==> config.mk <==
export PLATFORM = sky130hd
export DESIGN_NAME = fifo_rd_packer_flat
export DESIGN_NICKNAME = d
export VERILOG_FILES = /design/src/rtl/fifo_rd_packer_if.sv /design/src/rtl/fifo_rd_packer.sv /design/src/flat_wrapper.sv
export SDC_FILE = /design/constraint.sdc
export NUM_CORES = 1
export LEC_CHECK = 0
export ABC_AREA = 1
export ABC_CLOCK_PERIOD_IN_PS = 1800
export BUFFER_PORTS_ARGS = -buffer_cell sky130_fd_sc_hd__buf_2
export CAP_MARGIN = 20
export CELL_PAD_IN_SITES_DETAIL_PLACEMENT = 1
export CELL_PAD_IN_SITES_GLOBAL_PLACEMENT = 2
export CORE_MARGIN = 4
export CORE_UTILIZATION = 31
export CTS_CLUSTER_SIZE = 30
export DETAILED_ROUTE_END_ITERATION = 10
export HOLD_SLACK_MARGIN = 0.12
export PLACE_DENSITY_LB_ADDON = 0.1
export RECOVER_POWER = 50
export SLEW_MARGIN = 20
export SYNTH_ARGS = -nofsm -noshare
export SYNTH_HDL_FRONTEND = slang
export SYNTH_SLANG_ARGS = --single-unit
==> constraint.sdc <==
create_clock -name rd_clk -period 1.8 [get_ports rd_clk]
set_input_delay 0.36 -clock rd_clk [delete_from_list [all_inputs] [get_ports rd_clk]]
set_output_delay 0.36 -clock rd_clk [all_outputs]
set_load 0.005 [all_outputs]
==> src/rtl/fifo_rd_packer_if.sv <==
// Bundle of the FIFO read-port signals and the packed-word output stream of fifo_rd_packer.
// The master modport is the packer's view; the slave modport is the FIFO/downstream side.
interface fifo_rd_packer_if #(
  parameter int WIDTH      = 8,
  parameter int PACK_BYTES = 4
);
  logic                          empty;
  logic                          read_error;
  logic [WIDTH-1:0]              read_data;
  logic                          read_en;
  logic                          flush;
  logic [WIDTH*PACK_BYTES-1:0]   out_data;
  logic [PACK_BYTES-1:0]         out_keep;
  logic                          out_valid;
  logic                          out_ready;
  logic                          flush_done;
  logic                          busy;
  logic                          err_sticky;

  modport master (
    input  empty, read_error, read_data, flush, out_ready,
    output read_en, out_data, out_keep, out_valid, flush_done, busy, err_sticky
  );

  modport slave (
    output empty, read_error, read_data, flush, out_ready,
    input  read_en, out_data, out_keep, out_valid, flush_done, busy, err_sticky
  );
endinterface

==> src/rtl/fifo_rd_packer.sv <==
// Drains FIFO entries, packs PACK_BYTES of them into one word with a lane-keep mask, flush support.
// Define FIFO_RD_PACK_MSB_FIRST_EN to place the first entry in the top lane instead of lane 0.
module fifo_rd_packer #(
  parameter int WIDTH      = 8,
  parameter int PACK_BYTES = 4
) (
  input  logic             rd_clk,
  input  logic             rst,
  fifo_rd_packer_if.master bus
);
  localparam int              CW     = $clog2(PACK_BYTES + 1);
  localparam int              OW     = WIDTH * PACK_BYTES;
  localparam logic [CW:0]     PB_EXT = (CW+1)'(PACK_BYTES);
  localparam logic [CW-1:0]   PB_CNT = CW'(PACK_BYTES);

  typedef enum logic [1:0] {RUN, FL_WAIT, FL_DONE} state_t;

  state_t                state, state_next;
  logic [CW-1:0]         cnt, cnt_next;
  logic                  pend;
  logic [OW-1:0]         asm_p0, asm_next;
  logic [OW-1:0]         out_data_p1, out_data_next;
  logic [PACK_BYTES-1:0] out_keep_p1, out_keep_next;
  logic                  vld_p1, vld_next;
  logic                  err_r;
  logic                  slot_free;
  logic                  do_xfer;
  logic                  read_en_c;
  int                    lane;

  function automatic logic [PACK_BYTES-1:0] keep_mask(input int n);
    logic [PACK_BYTES-1:0] m;
    m = '0;
    for (int i = 0; i < PACK_BYTES; i++) begin
`ifdef FIFO_RD_PACK_MSB_FIRST_EN
      m[i] = (i >= PACK_BYTES - n);
`else
      m[i] = (i < n);
`endif
    end
    return m;
  endfunction

  function automatic int lane_of(input int n);
`ifdef FIFO_RD_PACK_MSB_FIRST_EN
    return PACK_BYTES - 1 - n;
`else
    return n;
`endif
  endfunction

  always_comb begin
    slot_free  = !vld_p1 || bus.out_ready;
    state_next = state;
    do_xfer    = 1'b0;
    unique case (state)
      RUN: begin
        if (bus.flush) state_next = FL_WAIT;
        if (cnt == PB_CNT && slot_free) do_xfer = 1'b1;
      end
      FL_WAIT: begin
        // Last in-flight entry must land before the (possibly partial) word leaves.
        if (!pend && slot_free) begin
          state_next = FL_DONE;
          do_xfer    = (cnt != '0);
        end
      end
      FL_DONE: state_next = RUN;
      default: state_next = RUN;
    endcase

    read_en_c = rst && (state == RUN) && !bus.empty && !bus.flush &&
                (({1'b0, cnt} + {{CW{1'b0}}, pend}) < PB_EXT);

    lane     = lane_of(int'(cnt));
    asm_next = asm_p0;
    cnt_next = cnt + {{(CW-1){1'b0}}, pend};
    for (int i = 0; i < PACK_BYTES; i++) begin
      if (pend && lane == i) asm_next[i*WIDTH +: WIDTH] = bus.read_data;
    end

    out_data_next = out_data_p1;
    out_keep_next = out_keep_p1;
    vld_next      = vld_p1 && !bus.out_ready;
    // A transfer never coincides with a capture, since cnt+pend never exceeds PACK_BYTES.
    if (do_xfer) begin
      out_data_next = asm_p0;
      out_keep_next = keep_mask(int'(cnt));
      vld_next      = 1'b1;
      cnt_next      = '0;
      asm_next      = '0;
    end
  end

  // Stage p0: assembly register; stage p1: output slot
  always_ff @(posedge rd_clk) begin
    if (!rst) begin
      state       <= RUN;
      cnt         <= '0;
      pend        <= 1'b0;
      asm_p0      <= '0;
      out_data_p1 <= '0;
      out_keep_p1 <= '0;
      vld_p1      <= 1'b0;
      err_r       <= 1'b0;
    end else begin
      state       <= state_next;
      cnt         <= cnt_next;
      pend        <= read_en_c;
      asm_p0      <= asm_next;
      out_data_p1 <= out_data_next;
      out_keep_p1 <= out_keep_next;
      vld_p1      <= vld_next;
      err_r       <= err_r || bus.read_error;
    end
  end

  assign bus.read_en    = read_en_c;
  assign bus.out_data   = out_data_p1;
  assign bus.out_keep   = out_keep_p1;
  assign bus.out_valid  = vld_p1;
  assign bus.flush_done = (state == FL_DONE);
  assign bus.busy       = (cnt != '0) || pend || vld_p1 || (state != RUN);
  assign bus.err_sticky = err_r;
endmodule

==> src/flat_wrapper.sv <==
// flat-port wrapper written by rule: the top's interface ports become plain ports
module fifo_rd_packer_flat 
#(
  parameter int WIDTH      = 8,
  parameter int PACK_BYTES = 4
)
  (rd_clk, rst, bus_empty, bus_read_error, bus_read_data, bus_flush, bus_out_ready, bus_read_en, bus_out_data, bus_out_keep, bus_out_valid, bus_flush_done, bus_busy, bus_err_sticky);
  fifo_rd_packer_if #(.WIDTH(WIDTH), .PACK_BYTES(PACK_BYTES)) bus_i ();
  input  logic rd_clk;
  input  logic rst;
  input wire logic [$bits(bus_i.empty)-1:0] bus_empty;
  input wire logic [$bits(bus_i.read_error)-1:0] bus_read_error;
  input wire logic [$bits(bus_i.read_data)-1:0] bus_read_data;
  input wire logic [$bits(bus_i.flush)-1:0] bus_flush;
  input wire logic [$bits(bus_i.out_ready)-1:0] bus_out_ready;
  output wire logic [$bits(bus_i.read_en)-1:0] bus_read_en;
  output wire logic [$bits(bus_i.out_data)-1:0] bus_out_data;
  output wire logic [$bits(bus_i.out_keep)-1:0] bus_out_keep;
  output wire logic [$bits(bus_i.out_valid)-1:0] bus_out_valid;
  output wire logic [$bits(bus_i.flush_done)-1:0] bus_flush_done;
  output wire logic [$bits(bus_i.busy)-1:0] bus_busy;
  output wire logic [$bits(bus_i.err_sticky)-1:0] bus_err_sticky;
  assign bus_i.empty = bus_empty;
  assign bus_i.read_error = bus_read_error;
  assign bus_i.read_data = bus_read_data;
  assign bus_i.flush = bus_flush;
  assign bus_i.out_ready = bus_out_ready;
  assign bus_read_en = bus_i.read_en;
  assign bus_out_data = bus_i.out_data;
  assign bus_out_keep = bus_i.out_keep;
  assign bus_out_valid = bus_i.out_valid;
  assign bus_flush_done = bus_i.flush_done;
  assign bus_busy = bus_i.busy;
  assign bus_err_sticky = bus_i.err_sticky;
  fifo_rd_packer #(.WIDTH(WIDTH), .PACK_BYTES(PACK_BYTES)) u_core (.rd_clk(rd_clk), .rst(rst), .bus(bus_i));
endmodule
# Yosys cells after proc, flatten, opt, wreduce, memory -nomap -nowiden

Index checks and enable logic that the tools add are counted.

Register bits: 76
Input bits: 14
Output and inout bits: 41

$add $sub $neg: 2
Magnitude comparators: 5
Eq/ne operators: 8
Mux-type cells: 7
Bitwise logic cells: 1
Reductions and logical operators: 27

Operators with widths:

| cell                                                                     | count |
|---|---|
| 1-bit logical AND                                                        | 11 |
| 3-bit equality test (second input constant)                              | 3 |
| 1-bit by 3-bit < comparator with 1-bit output (first input constant)     | 2 |
| 2-bit by 3-bit < comparator with 1-bit output (first input constant)     | 2 |
| 1-bit zero test                                                          | 5 |
| 1-bit logical OR                                                         | 5 |
| 3-bit by 1-bit adder with 4-bit output                                   | 1 |
| 4-bit by 3-bit < comparator with 1-bit output (second input constant)    | 1 |
| 2-bit 2-to-1 mux                                                         | 2 |
| 2-bit one-hot mux with 2 select lines                                    | 1 |
| 3-bit by 1-bit adder with 3-bit output                                   | 1 |
| 3-bit by 2-bit equality test with 1-bit output (second input constant)   | 1 |
| 3-bit zero test                                                          | 1 |
| 1-bit 2-to-1 mux                                                         | 3 |
| 3-bit nonzero test                                                       | 1 |
| 2-bit by 1-bit equality test with 1-bit output (second input constant)   | 1 |
| 2-bit equality test (second input constant)                              | 1 |
| 2-bit zero test                                                          | 1 |
| 2-bit by 1-bit inequality test with 1-bit output (second input constant) | 1 |
| 2-bit inequality test (second input constant)                            | 1 |
| 1-bit one-hot mux with 2 select lines                                    | 1 |
| 2-bit AND reduction                                                      | 1 |
| 2-bit nonzero test                                                       | 1 |
| 2-bit OR reduction                                                       | 1 |
| 1-bit NOT                                                                | 1 |

# Logic depth before layout (Yosys ltp)

Depth after elaboration: 6
Gate-level depth with buffers: 8

# Least setup slack after synthesis

OpenSTA, ideal clock, no wires.

Path kind: reg2out
From: register u_core.pend
To: output bus_read_en
Data arrival time: 1172 ps
Required time: 1440 ps
Slack: 268 ps
Stages on the path, launching flop included: 6
Buffers on the path: 0
Cell sequence: dfxtp_1 -> ha_1 -> ha_1 -> xnor2_1 -> nand2_1 -> nor4_1

Longest elaborated chain between the ends: 3

Ends and longest elaborated chain:

| what                                          | line                  | source |
|---|---|---|
| from (decl)                                   | fifo_rd_packer.sv:20  | `logic pend;` |
| from (signal assigned)                        | fifo_rd_packer.sv:109 | `pend <= read_en_c;` |
| 3-bit by 1-bit adder with 4-bit output        | fifo_rd_packer.sv:73  | `(({1'b0, cnt} + {{CW{1'b0}}, pend}) < PB_EXT);` |
| 4-bit by 3-bit < comparator with 1-bit output | fifo_rd_packer.sv:73  |  |
| 1-bit logical AND                             | fifo_rd_packer.sv:72  | `read_en_c = rst && (state == RUN) && !bus.empty && !bus.flush &&` |
| to (decl)                                     | flat_wrapper.sv:16    | `output wire logic [$bits(bus_i.read_en)-1:0] bus_read_en;` |

Every way passes these cells.

# Worst setup path after layout

From: register u_core.cnt[0]
To: output bus_read_en

Longest elaborated chain between the ends: 3

Ends and longest elaborated chain:

| what                                          | line                  | source |
|---|---|---|
| from (decl)                                   | fifo_rd_packer.sv:19  | `logic [CW-1:0] cnt, cnt_next;` |
| from (signal assigned)                        | fifo_rd_packer.sv:108 | `cnt <= cnt_next;` |
| 3-bit by 1-bit adder with 4-bit output        | fifo_rd_packer.sv:73  |  |
| 4-bit by 3-bit < comparator with 1-bit output | fifo_rd_packer.sv:73  |  |
| 1-bit logical AND                             | fifo_rd_packer.sv:72  |  |

Every way passes these cells.

==> impl_metrics.yaml <==
placed_design:
  pre_cts_ws_ps: 149
  place_inst: 603
  dp_hpwl_microns: 5750
  gp_congestion: 0.777
  port_buffers: 54
flow_run:
  cap_viol_max_count: 0
setup_path:
  crit_slowest_cell: "dfxtp_2"
  r2r_start: "u_core.cnt[1]"
  r2r-end: "u_core.asm_p0[17]"
  max_stage_delay_ps: 350
  r2r_setup_slack_ps: 110
  cp.arrival_ps: 1550
  r2r_cells: 7
  crit_path_frequent_cell: "ha_4"
  critPathLaunchType: "register"
  path_class: "register to output port"
  crit_path_cell_trace: "ha_4 > ha_4 > xnor2_4 > nand2_2 > nor4_1 > buf_2"
  worstSetupEndpointType: "output port"
  cp-endpoint: "bus_read_en"
  crit_start: "u_core.cnt[0]"
  worstPathRequired_ps: 1440
  worstPathMaxFanout: 2
layout:
  instances_no_fill: 624
  fin_nets: 502
  utilization_pct: 39.3
  syn_to_final_growth_pct: 23.0
  layout-drive-gt1-share_pct: 17.7
  diodes: 0
  fillers: 1247
pwr:
  leakagePower_uw: 0.00172
  ir_worst_vdd_mv: 0.295
  powerDensity_nw_per_um2: 879
run_status:
  violations: "negative setup slack"
  status: "complete, but fails checks"
synth:
  seq_area_frac_synth_pct: 48.7
  synth-async-reset-ratio_pct: 0
  synth_edf_count: 0
  synth_area_sq_um: 3130
  ys_warn_count: 0
  syn-instance-count: 426
  synth_common_cells: "96 x nand2_1, 76 x dfxtp_1, 56 x a21oi_1, 50 x nand3_1, 48 x inv_1"
  synth_ff_type: "dfxtp_1"
  yosysTopAreaCell: "dfxtp_1"
  synth-seq-cells: 76
  synth_area_leaders: "dfxtp_1 49%, nand2_1 12%, a21oi_1 9.0%"
  yosys.area.top_type_share_pct: 48.7
  yosysMostFrequentCell: "nand2_1"
  post_synth_num_cell_types: 22
  syn_nets: 442
  syn-mean-instance-area_sq_um: 7.34
sta:
  rsz0062_at_grt: "yes"
  worst_slack_ps: -108
  worstMarginPinSlew_ps: 430
  fin_crit_sh_pct: 106
  period_needed_ps: 1910
  timing.fmax_mhz: 524
  finalSetupViolCount: 1
  slew_viol_final: 0
  max-slew-margin-rel_pct: 71.3
  hold_viol: 0
  skew_ps: 14.7
clocking:
  hold_buffers: 0
  clockBufferDepth: 2
  cts_buffers: 9
  worstSkewPairLatency_ps: 350
  clock-sinks: 76
  cts.htree.levels: 3
  clkTransAtPathRegs_ps: 80
  cts_tree: "built"
  clock-root-buffer: "clkbuf_8"
routing:
  ant_nets: 0
  drt_iter0_drc: 82
  drt-pass1-iter-count: 4
  post-route-drc-count: 0
  wl_per_cell_microns: 13.8
  vias_per_cell: 4.52
  num_vias: 2818
  finalWirelength_microns: 8600
floorplan:
  dieWidth_microns: 108
  core_sq_um: 9770
  dieArea_sq_um: 11800
  row_count: 36
  pin_count: 55
  initial_utilization_pct: 32.0
  chipHeight_microns: 108
grt:
  grt.overflow.total: 0
  grt_max_degree: 37
  grt_use_total_pct: 15.6
  antenna_found_initial: 0
  grt_pass1_vias: 2810
  grt_first_pass_wirelength_microns: 14300
worst_hold_path:
  hold_path.class: "input port to register"
  holdPathStages: 2
==> how the worst min path moves through the flow <==
stage / start / endpoint / slack, ps
finish: bus_empty / u_core.pend / 210
global route: bus_empty / u_core.pend / 190
CTS: bus_empty / u_core.pend / 170
detailed placement: u_core.asm_p0[25] / u_core.asm_p0[25] / 460
global placement: u_core.bus.err_sticky / u_core.bus.err_sticky / 440
floorplan: bus_flush / u_core.pend / 440
==> per-layer routing <==
layer | GRT usage, % | share of wire [%]
met2 | 24.5 | 47
met1 | 21.3 | 49
met5 | 0 | 0
met4 | 4.06 | 1.0
met3 | 3.94 | 3.2
==> placed cells by master, fill, tap and decap left out, types with 2 or more instances in the layout <==
cell type and count:
a21oi_1 56, clkbuf_1 21, buf_4 14, dfxtp_2 3
nor2_4 2, o21ai_0 2, nand2_1 97, ha_4 2
a21oi_2 10, buf_2 33, nand4_1 3, dfxtp_1 73
nor2_1 47, bufinv_16 2, buf_12 2, inv_1 48
nor4_1 2, clkbuf_8 10, nand3_1 51, nand3b_1 2
==> logic make-up after synthesis <==
group,count (synthesis),share of synthesized area (%)
AO/OA/AOI/OAI,68,12.1
XOR/XNOR,1,0.280
adder cells (fa/ha/maj),2,0.801
buffers and inverters,72,9.53
flip-flops,76,48.7
AND/OR/NAND/NOR,207,28.6
==> stage by stage <==
step	TNS [ps]	cell area (sq um)	total power, uW	hold WS, ps
4_1_cts	-219	3870	3430	172
3_5_place_dp	0	3580	1970	455
6_report	-108	3840	3380	214
2_1_floorplan	0	3130	1870	437
5_1_grt	-1690	3840	3540	192
3_3_place_gp	0	3580	1970	445
==> what timing repair did <==
action                                  4_1_cts  5_1_grt
cloned                                        0        0
gates resized for setup                       7        3
endpoints found under the setup margin        1        1
buffers inserted                              4        1
pin swaps                                     3        4
==> worst max-delay path, delay by kind of cell, from the launching register on <==
| family | cells | cell delay, ps |
|---|---|---|
| xor gates and xnor gates | 1 | 140 |
| adders and majority gates | 2 | 340 |
| buffers and inverters | 1 | 150 |
| DFF | 1 | 350 |
| and+or+nand+nor | 2 | 220 |
==> layout make-up <==
class | count | area, sq um | area share, %
clock buffer | 12 | 145 | 3.77
inverter | 49 | 184 | 4.78
sequential | 76 | 1530 | 39.7
timing repair buffer | 72 | 409 | 10.6
tap | 133 | 166 | 4.33
multi-input combinational | 278 | 1340 | 34.9
clock inverter | 4 | 72.6 | 1.89
==> sequential cells by signal, summed over array words and instances (netlist names) <==
name / count
u_core.asm_p0: 32
u_core.bus.err_sticky: 1
u_core.bus.out_data: 32
u_core.bus.out_keep: 4
u_core.bus.out_valid: 1
u_core.cnt: 3
u_core.pend: 1
u_core.state: 2
==> report_power, final <==
group | switching [uW] | leakage, uW | internal, uW
clock network | 635 | 0.000107 | 819
registers | 15.7 | 0.000615 | 1710
logic | 128 | 0.000994 | 73.3
No activity file was read; power rests on OpenSTA's default activity.
